<file path="config.mk">
export PLATFORM = sky130hd
export DESIGN_NAME = mag_accum_nbit_flat
export DESIGN_NICKNAME = d
export VERILOG_FILES = /design/src/rtl/mag_accum_nbit_if.sv /design/src/rtl/mag_accum_nbit.sv /design/src/flat_wrapper.sv
export SDC_FILE = /design/constraint.sdc
export NUM_CORES = 1
export LEC_CHECK = 0
export CAP_MARGIN = 30
export CORE_UTILIZATION = 35
export CTS_CLUSTER_DIAMETER = 40
export DETAILED_ROUTE_END_ITERATION = 6
export MAX_ROUTING_LAYER = met4
export PLACE_DENSITY = 0.65
export SETUP_SLACK_MARGIN = 0.5
export SYNTH_ARGS = -nofsm -noshare
export SYNTH_HDL_FRONTEND = slang
export SYNTH_SLANG_ARGS = --single-unit
</file>
<file path="constraint.sdc">
create_clock -name clk -period 3.45 [get_ports clk]
set_input_delay 0.345 -clock clk [delete_from_list [all_inputs] [get_ports clk]]
set_output_delay 0.345 -clock clk [all_outputs]
set_load 0.01 [all_outputs]
</file>
<file path="src/rtl/mag_accum_nbit_if.sv">
// Handshake bundle for mag_accum_nbit: burst start, magnitude input stream
// and the registered burst result with its own valid/ready pair.
interface mag_accum_nbit_if #(
  parameter int WIDTH     = 32,
  parameter int ACC_WIDTH = 40,
  parameter int LEN_WIDTH = 8
);
  logic                 start;
  logic [LEN_WIDTH-1:0] len;
  logic                 in_valid;
  logic                 in_ready;
  logic [WIDTH-1:0]     in_data;
  logic                 out_valid;
  logic                 out_ready;
  logic [ACC_WIDTH-1:0] out_sum;
  logic                 out_ovf;
  logic                 busy;

  modport master (
    output start, len, in_valid, in_data, out_ready,
    input  in_ready, out_valid, out_sum, out_ovf, busy
  );

  modport slave (
    input  start, len, in_valid, in_data, out_ready,
    output in_ready, out_valid, out_sum, out_ovf, busy
  );
endinterface

</file>
<file path="src/rtl/mag_accum_nbit.sv">
// Saturating burst accumulator: sums len unsigned magnitudes into an ACC_WIDTH
// register and holds the result (plus sticky overflow) until it is taken.
module mag_accum_nbit #(
  parameter int WIDTH     = 32,
  parameter int ACC_WIDTH = 40,
  parameter int LEN_WIDTH = 8
) (
  input  logic            clk,
  input  logic            rst_n,
  mag_accum_nbit_if.slave bus
);

  typedef enum logic [1:0] {
    IDLE = 2'd0,
    ACC  = 2'd1,
    HOLD = 2'd2
  } state_e;

  state_e               state_q, state_d;
  logic [ACC_WIDTH-1:0] acc_q, acc_d;
  logic [LEN_WIDTH-1:0] count_q, count_d;
  logic [LEN_WIDTH-1:0] len_q, len_d;
  logic                 ovf_q, ovf_d;

  logic                 beat;
  logic                 lastBeat;
  logic [LEN_WIDTH-1:0] countInc;
  logic [ACC_WIDTH:0]   sumExt;

  assign beat     = (state_q == ACC) && bus.in_valid;
  assign countInc = count_q + LEN_WIDTH'(1);
  assign lastBeat = beat && (countInc == len_q);

  // One spare bit above the accumulator catches the carry that signals saturation.
  assign sumExt = {1'b0, acc_q} + {{(ACC_WIDTH + 1 - WIDTH){1'b0}}, bus.in_data};

  always_ff @(posedge clk or negedge rst_n) begin
    if (!rst_n) begin
      state_q <= IDLE;
    end else begin
      state_q <= state_d;
    end
  end

  always_comb begin
    state_d = state_q;
    case (state_q)
      IDLE: begin
        if (bus.start) begin
          state_d = (bus.len == '0) ? HOLD : ACC;
        end
      end
      ACC: begin
        if (lastBeat) begin
          state_d = HOLD;
        end
      end
      HOLD: begin
        if (bus.out_ready) begin
          state_d = IDLE;
        end
      end
      default: state_d = IDLE;
    endcase
  end

  always_comb begin
    bus.in_ready  = 1'b0;
    bus.out_valid = 1'b0;
    bus.busy      = 1'b0;
    case (state_q)
      ACC: begin
        bus.in_ready = 1'b1;
        bus.busy     = 1'b1;
      end
      HOLD: begin
        bus.out_valid = 1'b1;
        bus.busy      = 1'b1;
      end
      default: ;
    endcase
  end

  // Result registers are only touched by start and accepted beats, so they
  // stay put through HOLD and keep the last result visible back in IDLE.
  always_comb begin
    acc_d   = acc_q;
    count_d = count_q;
    len_d   = len_q;
    ovf_d   = ovf_q;
    if (state_q == IDLE && bus.start) begin
      acc_d   = '0;
      count_d = '0;
      len_d   = bus.len;
      ovf_d   = 1'b0;
    end else if (beat) begin
      count_d = countInc;
      if (sumExt[ACC_WIDTH]) begin
        acc_d = '1;
        ovf_d = 1'b1;
      end else begin
        acc_d = sumExt[ACC_WIDTH-1:0];
      end
    end
  end

  always_ff @(posedge clk or negedge rst_n) begin
    if (!rst_n) begin
      acc_q   <= '0;
      count_q <= '0;
      len_q   <= '0;
      ovf_q   <= 1'b0;
    end else begin
      acc_q   <= acc_d;
      count_q <= count_d;
      len_q   <= len_d;
      ovf_q   <= ovf_d;
    end
  end

  assign bus.out_sum = acc_q;
  assign bus.out_ovf = ovf_q;

  holdStable: assert property (@(posedge clk) disable iff (!rst_n)
    (state_q == HOLD && !bus.out_ready) |=>
      (state_q == HOLD && $stable(acc_q) && $stable(ovf_q)));

  lenStableInBurst: assert property (@(posedge clk) disable iff (!rst_n)
    (state_q == ACC) |=> $stable(len_q));

endmodule

</file>
<file path="src/flat_wrapper.sv">
// flat-port wrapper written by rule: the top's interface ports become plain ports
module mag_accum_nbit_flat 
#(
  parameter int WIDTH     = 32,
  parameter int ACC_WIDTH = 40,
  parameter int LEN_WIDTH = 8
)
  (clk, rst_n, bus_start, bus_len, bus_in_valid, bus_in_data, bus_out_ready, bus_in_ready, bus_out_valid, bus_out_sum, bus_out_ovf, bus_busy);
  mag_accum_nbit_if #(.WIDTH(WIDTH), .ACC_WIDTH(ACC_WIDTH), .LEN_WIDTH(LEN_WIDTH)) bus_i ();
  input  logic clk;
  input  logic rst_n;
  input wire logic [$bits(bus_i.start)-1:0] bus_start;
  input wire logic [$bits(bus_i.len)-1:0] bus_len;
  input wire logic [$bits(bus_i.in_valid)-1:0] bus_in_valid;
  input wire logic [$bits(bus_i.in_data)-1:0] bus_in_data;
  input wire logic [$bits(bus_i.out_ready)-1:0] bus_out_ready;
  output wire logic [$bits(bus_i.in_ready)-1:0] bus_in_ready;
  output wire logic [$bits(bus_i.out_valid)-1:0] bus_out_valid;
  output wire logic [$bits(bus_i.out_sum)-1:0] bus_out_sum;
  output wire logic [$bits(bus_i.out_ovf)-1:0] bus_out_ovf;
  output wire logic [$bits(bus_i.busy)-1:0] bus_busy;
  assign bus_i.start = bus_start;
  assign bus_i.len = bus_len;
  assign bus_i.in_valid = bus_in_valid;
  assign bus_i.in_data = bus_in_data;
  assign bus_i.out_ready = bus_out_ready;
  assign bus_in_ready = bus_i.in_ready;
  assign bus_out_valid = bus_i.out_valid;
  assign bus_out_sum = bus_i.out_sum;
  assign bus_out_ovf = bus_i.out_ovf;
  assign bus_busy = bus_i.busy;
  mag_accum_nbit #(.WIDTH(WIDTH), .ACC_WIDTH(ACC_WIDTH), .LEN_WIDTH(LEN_WIDTH)) u_core (.clk(clk), .rst_n(rst_n), .bus(bus_i));
endmodule
</file>
==> results.txt, run 1 <==
The final routed DRC violation total is 0. The clock transition at the registers of the reported paths is 60 ps. The portion of total power attributed to combinational logic came out at 57.5%. Entering global routing, the biggest net connects 50 pins. The number of placed instances, taps included is 745. The worst-case vdd ir drop is 0.0003542 V. Static timing analysis puts the maximum clock frequency at 345.1 MHz. The commonest cells after synthesis are sky130_fd_sc_hd__nand2_1 (63), sky130_fd_sc_hd__dfrtp_1 (59), sky130_fd_sc_hd__a21oi_1 (57). The classification of the worst-slack hold path is in -> async. The run finished with clean final reports.

In this run the critical register-to-register path is launched from u_core.bus.out_sum[0]$_DFFE_PN0P_. The clock tree from TritonCTS is yes. The number of non-filler instances in the completed layout is 771. The floorplan step set the die height to 114.5 um. The gate count of the mapped netlist came out at 504. The residual overflow from global routing is 0. Averaged over all synthesized cells, the footprint is 8.791 um2. Among all stages on the critical path, the largest delay is contributed by sky130_fd_sc_hd__a2111oi_4. The net switching power came out at 0.002080 W. The worst-skew pair later-pin latency is 330 ps.

Setup repair after global routing could not meet its margin everywhere. The number of nets with antenna violations after detailed routing came out at 0. The maximum level of the CTS H-tree is 3. The number of antenna violations at the first check in global routing came out at 0. The switching part of the total power is 41.79%. The synthesized design contains 0 enable-type register cells. The setup TNS came out at 0 ps. The synthesis-stage register bit count is 59.

The delay of the slowest cell on the worst path came out at 430 ps. The worst reg2reg path endpoint is u_core.bus.out_sum[24]$_DFFE_PN0P_. The relative slew slack came out at 59.44%. The internal power of the cells totals 0.002896 W. The number of setup violations in the final report came out at 0.

The wire length of the first global-routing pass is 20.40 mm. The main flop type after synthesis is sky130_fd_sc_hd__dfrtp_1. After synthesis, the cell types taking the most area are sky130_fd_sc_hd__dfrtp_1 (33%), sky130_fd_sc_hd__ha_1 (10%), sky130_fd_sc_hd__a21oi_1 (6.4%), sky130_fd_sc_hd__nand2_1 (5.3%), sky130_fd_sc_hd__o21ai_0 (4.7%). The yosys synthesis warning count is 0. The number of buffers and inverters on the critical path is 2. The number of diodes came out at 0.

The transition at the pin with the smallest max-transition slack is 608.4 ps. The async set-or-reset flop fraction in the synthesized netlist came out at 100.0%. The die is 114.5 um wide.

The via count of the routed design came out at 4161. Data arrives at the worst endpoint at 3110 ps. The leakage power total came out at 2.642 nW. STA classifies the critical path endpoint as a flop. With fillers left out, the area of the finished cells amounts to 5957 um2.

The cell area after placement came out at 5488 um2. The overall fraction of global-route tracks in use came out at 20.37%. Of the synthesized area, sequential elements account for 33.32%. The aggregate routed wire length is 12.37 mm. The TritonCTS sink count came out at 59.

In this run the cell area of the synthesized design comes to 4430 um2. In this run, the number of DRC markers left after iteration 0 of detailed routing was 211. In this run the worst setup path begins at u_core.bus.out_sum[0]$_DFFE_PN0P_.

The worst endpoint required time is 3670 ps. The family with the most delay on the worst path is compound AO/OA/AOI/OAI gates. The via count normalized by instance count came out at 5.397.

The total nets after synthesis came out at 586. The via count of the first global-routing pass came to 4158. The synthesis-to-finish area growth is 34.45%. The count of distinct cell types in the synthesized netlist is 60. The worst setup slack for register-to-register paths came out at 550 ps. The power density over the cells came out at 835.3 nW/um2. The part of the power in the clock network is 19.6%.

The worst setup path is launched from a flop. The area of the die is 13110 um2. In this run the worst setup path terminates at u_core.bus.out_sum[24]$_DFFE_PN0P_.

The count of buffers from port buffering is 88. The clock passes through at most 2 buffers. The number of max-slew violations in the final report is 0. The count of hold buffers inserted by post-cts repair is 0. The number of primary I/O pins came out at 89. The depth of the worst register-to-register path came out at 12. The number of optimization iterations in the first detailed-route pass came out at 4. The area of the placeable core came out at 12160 um2. The share of the synthesized area in the top cell type is 33.32%. The root buffer cell chosen for the clock tree is sky130_fd_sc_hd__clkbuf_16.

The post-route fraction of the period consumed by the critical path came out at 83.99%. The number of failing hold endpoints at the final stage came out at 0. The critical path goes through ha_4, fa_2, a21o_1, a21o_1, a2111oi_4, o31ai_4, a21oi_4, buf_4, buf_4, o21bai_1, xnor2_1, a21oi_1. The library cell with the largest summed area after synthesis is sky130_fd_sc_hd__dfrtp_1. Once the floorplan was initialized, standard cells occupied 36.43% of the core. Between clock sinks in the finished design, the worst skew comes to 3.912 ps. The relative contribution of sequential cells to total power is 22.9%. In the final design database the tool counted 680 nets. The initialized floorplan defines 40 standard-cell rows. After layout, the minimum clock period comes to 2898 ps. The clock buffer count from CTS is 9. The classification of the worst setup path is reg -> reg.

Across the run, the number of max-cap violations was 0. The fraction of final layout cells sized beyond drive strength 1 came out at 9.453%. The final weighted congestion in routability-driven placement came out at 0.9293. The detailed placer's ending HPWL came out at 8.779 mm. sky130_fd_sc_hd__nand2_1 is the most common cell in the netlist. In this run the worst path has a maximum fanout of 4. The instance count on the critical path came out at 12. The wire length per cell came out at 16.04 um.
[per-stage QoR]
step / utilization, % / total power, W / setup WS, ps / hold WS [ps]
6_report: 48.98 / 0.004976 / 552.3 / 19.35
5_1_grt: 48.98 / 0.005363 / 437.3 / 73.02
4_1_cts: 48.27 / 0.004924 / 525.4 / 52.58
3_5_place_dp: 45.12 / 0.003853 / -29.00 / 407.8
3_3_place_gp: 45.12 / 0.003806 / 47.01 / 397.3
2_1_floorplan: - / 0.002949 / 515.4 / 49.41
[timing repair]
action                                  4_1_cts  5_1_grt
pin swaps                                     5       11
buffers inserted                              5        4
gates cloned                                  1        0
endpoints found under the setup margin       41       41
resized for setup                             3       13
[placed cells by master, fill, tap and decap left out, drive strengths merged, types with 17 or more instances in the layout]
cell type / n
a21o: 19
a21oi: 58
buf: 17
clkdlybuf4s50: 86
dfrtp: 59
ha: 36
nand2: 63
nor2: 22
o21ai: 46
xnor2: 19
xor2: 22
[worst reg2reg max path, stage by stage (launching register included)]
cell	delay, ps
sky130_fd_sc_hd__dfrtp_1	420
sky130_fd_sc_hd__ha_4	190
sky130_fd_sc_hd__fa_2	350
sky130_fd_sc_hd__a21o_1	190
sky130_fd_sc_hd__a21o_1	200
sky130_fd_sc_hd__a2111oi_4	430
sky130_fd_sc_hd__o31ai_4	160
sky130_fd_sc_hd__a21oi_4	230
sky130_fd_sc_hd__buf_4	140
sky130_fd_sc_hd__buf_4	100
sky130_fd_sc_hd__o21bai_1	90
sky130_fd_sc_hd__xnor2_1	190
sky130_fd_sc_hd__a21oi_1	100
[registers in the layout (all words and copies together) (netlist names)]
name                cells
u_core.bus.out_ovf      1
u_core.count_q          8
u_core.bus.out_sum     40
u_core.len_q            8
u_core.state_q          2
[power by group through the flow]
stage | clock network, W | logic (W) | registers [W]
2_1_floorplan | 0 | 0.00178 | 0.00117
3_3_place_gp | 0 | 0.00267 | 0.00114
3_5_place_dp | 0 | 0.00271 | 0.00115
4_1_cts | 0.000992 | 0.00279 | 0.00114
5_1_grt | 0.00103 | 0.00316 | 0.00117
6_report | 0.000978 | 0.00286 | 0.00114
[area by class of cell]
type / count / area [um2]
clock inverters: 7 / 92.59
repair buffers: 104 / 1018
well taps: 168 / 210.2
inverters: 11 / 41.29
flip-flops and latches: 59 / 1476
fillers: 1132 / 6205
multi-input cells: 413 / 2893
clock buffers: 9 / 225.2
[worst min path at each step]
stage,from,endpoint,depth (start not counted)
after floorplan,rst_n,u_core.bus.out_ovf$_DFFE_PN0P_,0
after global routing,rst_n,u_core.bus.out_sum[17]$_DFFE_PN0P_,1
after CTS,rst_n,u_core.bus.out_sum[12]$_DFFE_PN0P_,1
after global placement,rst_n,u_core.bus.out_sum[25]$_DFFE_PN0P_,1
final,rst_n,u_core.bus.out_sum[17]$_DFFE_PN0P_,1
after detailed placement,rst_n,u_core.bus.out_sum[17]$_DFFE_PN0P_,1
[logic make-up (layout without fill, tap and decap cells)]
| family | count (synthesis) | after routing | share of synthesized area, % |
|---|---|---|---|
| DFF | 59 | 59 | 33.32 |
| adders and majority gates | 37 | 37 | 10.62 |
| buffers and inverters | 33 | 131 | 3.050 |
| and+or+nand+nor | 151 | 151 | 16.75 |
| AOI/OAI and AO/OA | 182 | 183 | 27.93 |
| muxes | 1 | 1 | 0.2259 |
| xor gates and xnor gates | 41 | 41 | 8.105 |
[layer usage]
metal | part of all wire, % | track usage, % | vias up
li1 | - | - | 2061
met5 | 0 | - | -
met1 | 47 | 26.22 | 2006
met2 | 49 | 32.77 | 84
met3 | 2.9 | 3.176 | 10
met4 | 1.2 | 6.580 | 0
(Power assumes the default switching activity.)
==> run 2: changes to the inputs <==
Clock period 3.45 ns to 2.95 ns, I/O delays scaled along.
==> run 2 against run 1 <==
  * Total power up 22%
  * Global-route usage rose by 0.98 points
  * Sequential cell count unchanged
  * Sequential share of layout area is 1.1 points lower
  * Critical endpoint is now u_core.bus.out_sum[34]$_DFFE_PN0P_
  * Sequential power grew 18%
  * Largest cell class unchanged
  * Routed wire length up 4.9%
  * Worst hold slack better by 470 ps
  * Fmax increased by 6.1%
  * Core utilization rose by 2.4 points
  * Highest routed layer unchanged
  * Non-clock buffer count increased by 24
==> results.txt, run 2 (same netlist as run 1, synthesis figures left out) <==
The run finished with clean final reports. The residual overflow from global routing is 0 (unchanged). The fraction of final layout cells sized beyond drive strength 1 was 15.31% (+5.9 points). The initial detailed-routing violation count is 200 (-5.2%). The power density over the cells is 973.4 nW/um2 (+17%). The number of flip-flops under the largest register name came out at 40 (unchanged). The number of nets with antenna violations after detailed routing is 0 (unchanged). The worst register-to-register path ends at u_core.bus.out_sum[34]$_DFFE_PN0P_. The number of filler cells placed in the layout came to 1138 (+0.53%). STA classifies the critical path endpoint as a flop. The cell internal power dissipation is 0.003518 W (+21%). The startpoint of the most critical register-to-register path is u_core.bus.out_sum[0]$_DFFE_PN0P_. The library cell used most frequently in the layout, excluding fill and tap cells, is sky130_fd_sc_hd__clkdlybuf4s50_1. The arrival time at the worst endpoint is 2940 ps (-170 ps). The number of optimization iterations in the first detailed-route pass is 4 (unchanged).

The cell area after placement came out at 5699 um2 (+3.9%). The count of buffers from port buffering is 88 (unchanged). The part of the power in the clock network was 17.2% (-2.4 points).

The wire length of the first global-routing pass came to 21.09 mm (+3.4%). The aggregate routed wire length was 12.97 mm (+4.9%). The critical path ends at u_core.bus.out_sum[34]$_DFFE_PN0P_.

The relative slew slack was 61.09% (+1.7 points). The worst-case vdd ir drop is 0.0004711 V (+33%). The maximum count of clock buffers along a single path came to 2 (unchanged). The final weighted congestion in routability-driven placement is 0.8975 (-3.4%). The portion of total power attributed to combinational logic is 60.7% (+3.2 points).

The max-cap violation count came out at 0 (unchanged). The worst hold margin is 484.9 ps (+465.6 ps). The time the worst path needs with I/O delays and setup came out at 2732 ps (-166.0 ps). The depth of the worst register-to-register path came out at 12 (unchanged). The transition at the pin with the smallest max-transition slack is 577.5 ps (-30.88 ps). The die boundary width came to 114.5 um (unchanged). The post-route fraction of the period consumed by the critical path came to 92.60% (+8.6 points). The number of non-filler instances in the completed layout came out at 795 (+3.1%).

The via count of the routed design was 4336 (+4.2%). Tracing the worst setup path back leads to its startpoint at u_core.bus.out_sum[0]$_DFFE_PN0P_. The wire length per cell came out at 16.32 um (+1.7%). The maximum level of the CTS H-tree was 3 (unchanged). The synthesis-to-finish area growth came out at 40.95%. The number of primary I/O pins came out at 89 (unchanged). The final routed DRC violation total came out at 0 (unchanged). The final design area excluding fillers is 6245 um2 (+4.8%). The overall power consumption is 0.006079 W (+22%). The switching part of the total power is 42.13% (+0.33 points).

The maximum number of pins on one net before global-route repair came to 48 (-4.0%). The number of max-slew violations in the final report came out at 0 (unchanged). The final setup skew came out at 4.201 ps (+0.2890 ps).

The clock transition at the registers of the reported paths came out at 50 ps (about the same). The relative contribution of sequential cells to total power came out at 22.1% (-0.8 points). The area of the placeable core is 12160 um2 (unchanged). The via count of the first global-routing pass came to 4361 (+4.9%).

The height of the die is 114.5 um (unchanged). The via count normalized by instance count came out at 5.454 (+1.1%). The area of the die was 13110 um2 (unchanged).

The highest net fanout along the worst path was 4 (unchanged). The tree is rooted in a sky130_fd_sc_hd__clkbuf_16. The effective utilization at floorplan is 36.43% (unchanged). The number of antenna violations at the first check in global routing is 0 (unchanged). The number of failing hold endpoints at the final stage is 0 (unchanged). The clock buffer count from CTS came out at 9 (unchanged).

The net switching power is 0.002561 W (+23%). The worst hold path belongs to the class in -> async. The number of placed instances, taps included was 770 (+3.4%). The worst setup slack for register-to-register paths is 220 ps (-330 ps). The number of setup violations in the final report was 0 (unchanged). Leaving out fill and tap cells, the most frequent cells in the layout are sky130_fd_sc_hd__clkdlybuf4s50_1 (87), sky130_fd_sc_hd__nand2_1 (62), sky130_fd_sc_hd__dfrtp_1 (59).

The count of nets after finishing is 704 (+3.5%). The TritonCTS sink count is 59 (unchanged). The maximum achievable frequency is 366.1 MHz (+6.1%). The number of placement rows is 40 (unchanged). The post-route core utilization came out at 51.35% (+2.4 points). By startpoint and endpoint, the worst setup path is classified as reg -> reg.

The detailed placer's ending HPWL came out at 9.347 mm (+6.5%). The worst endpoint required time was 3160 ps (-510 ps). The number of diodes is 0 (unchanged). The worst setup path is launched from a flop. The worst-skew pair later-pin latency is 340 ps (about the same). Setup repair after global routing could not meet its margin everywhere.

The overall fraction of global-route tracks in use is 21.35% (+0.98 points). TritonCTS built the clock tree. The leakage power total is 2.772 nW (+4.9%).
==> run 2: what timing repair did <==
| item | CTS | global route |
|---|---|---|
| gates resized for setup | 11 | 18 |
| gates cloned | 1 | 0 |
| hold endpoints to repair | 22 | 0 |
| hold buffers | 1 | 0 |
| endpoints found under the setup margin | 41 | 41 |
| setup buffers | 5 | 2 |
| pin swaps | 11 | 10 |
==> run 2: worst min-delay path by stage <==
stage	cells after the start	startpoint	endpoint
final	2	rst_n	u_core.bus.out_sum[6]$_DFFE_PN0P_
after global routing	2	rst_n	u_core.bus.out_sum[6]$_DFFE_PN0P_
after CTS	2	rst_n	u_core.bus.out_sum[6]$_DFFE_PN0P_
after detailed placement	1	rst_n	u_core.bus.out_sum[6]$_DFFE_PN0P_
after global placement	1	rst_n	u_core.bus.out_sum[6]$_DFFE_PN0P_
after floorplan	0	rst_n	u_core.bus.out_ovf$_DFFE_PN0P_
==> run 2: power by group through the flow <==
stage | registers (W) | clock network (W) | logic, W
5_1_grt | 0.00138 | 0.00111 | 0.00404
2_1_floorplan | 0.00137 | 0 | 0.00213
3_5_place_dp | 0.00134 | 0 | 0.00341
3_3_place_gp | 0.00133 | 0 | 0.00334
6_report | 0.00134 | 0.00105 | 0.00369
4_1_cts | 0.00134 | 0.00107 | 0.00354
==> run 2: area by class of cell <==
type | instances | area [um2] | area share, %
Multi-Input combinational cell | 413 | 3020 | 48.37
Sequential cell | 59 | 1476 | 23.64
Timing Repair Buffer | 128 | 1202 | 19.25
Clock buffer | 9 | 225.2 | 3.606
Tap cell | 168 | 210.2 | 3.366
Clock inverter | 7 | 68.82 | 1.102
Inverter | 11 | 41.29 | 0.6612
==> run 2: per-layer routing <==
metal	up-vias	track usage [%]	part of all wire (%)	routed length, um
li1	2121	-	-	-
met1	2087	25.56	45	5883
met2	110	35.07	49	6347
met3	18	4.235	4.0	513
met4	0	8.918	1.8	230
met5	-	-	0	0
==> run 2: worst max-delay path, stage by stage, from the launching register on <==
cell and delay (ps):
sky130_fd_sc_hd__dfrtp_1 410, sky130_fd_sc_hd__ha_4 180, sky130_fd_sc_hd__fa_2 330, sky130_fd_sc_hd__a21o_1 160
sky130_fd_sc_hd__a21o_1 190, sky130_fd_sc_hd__a2111oi_4 380, sky130_fd_sc_hd__o31ai_4 110, sky130_fd_sc_hd__a21oi_4 240
sky130_fd_sc_hd__buf_6 150, sky130_fd_sc_hd__o21ai_4 70, sky130_fd_sc_hd__buf_4 140, sky130_fd_sc_hd__a31oi_2 160
sky130_fd_sc_hd__a311oi_2 60
==> run 2: metrics by stage <==
stage	TNS (ps)	setup slack, ps
after global placement	-3402	-97.32
after CTS	0	138.4
after global routing	0	107.2
after floorplan	0	212.0
final	0	218.4
after detailed placement	-5610	-173.7
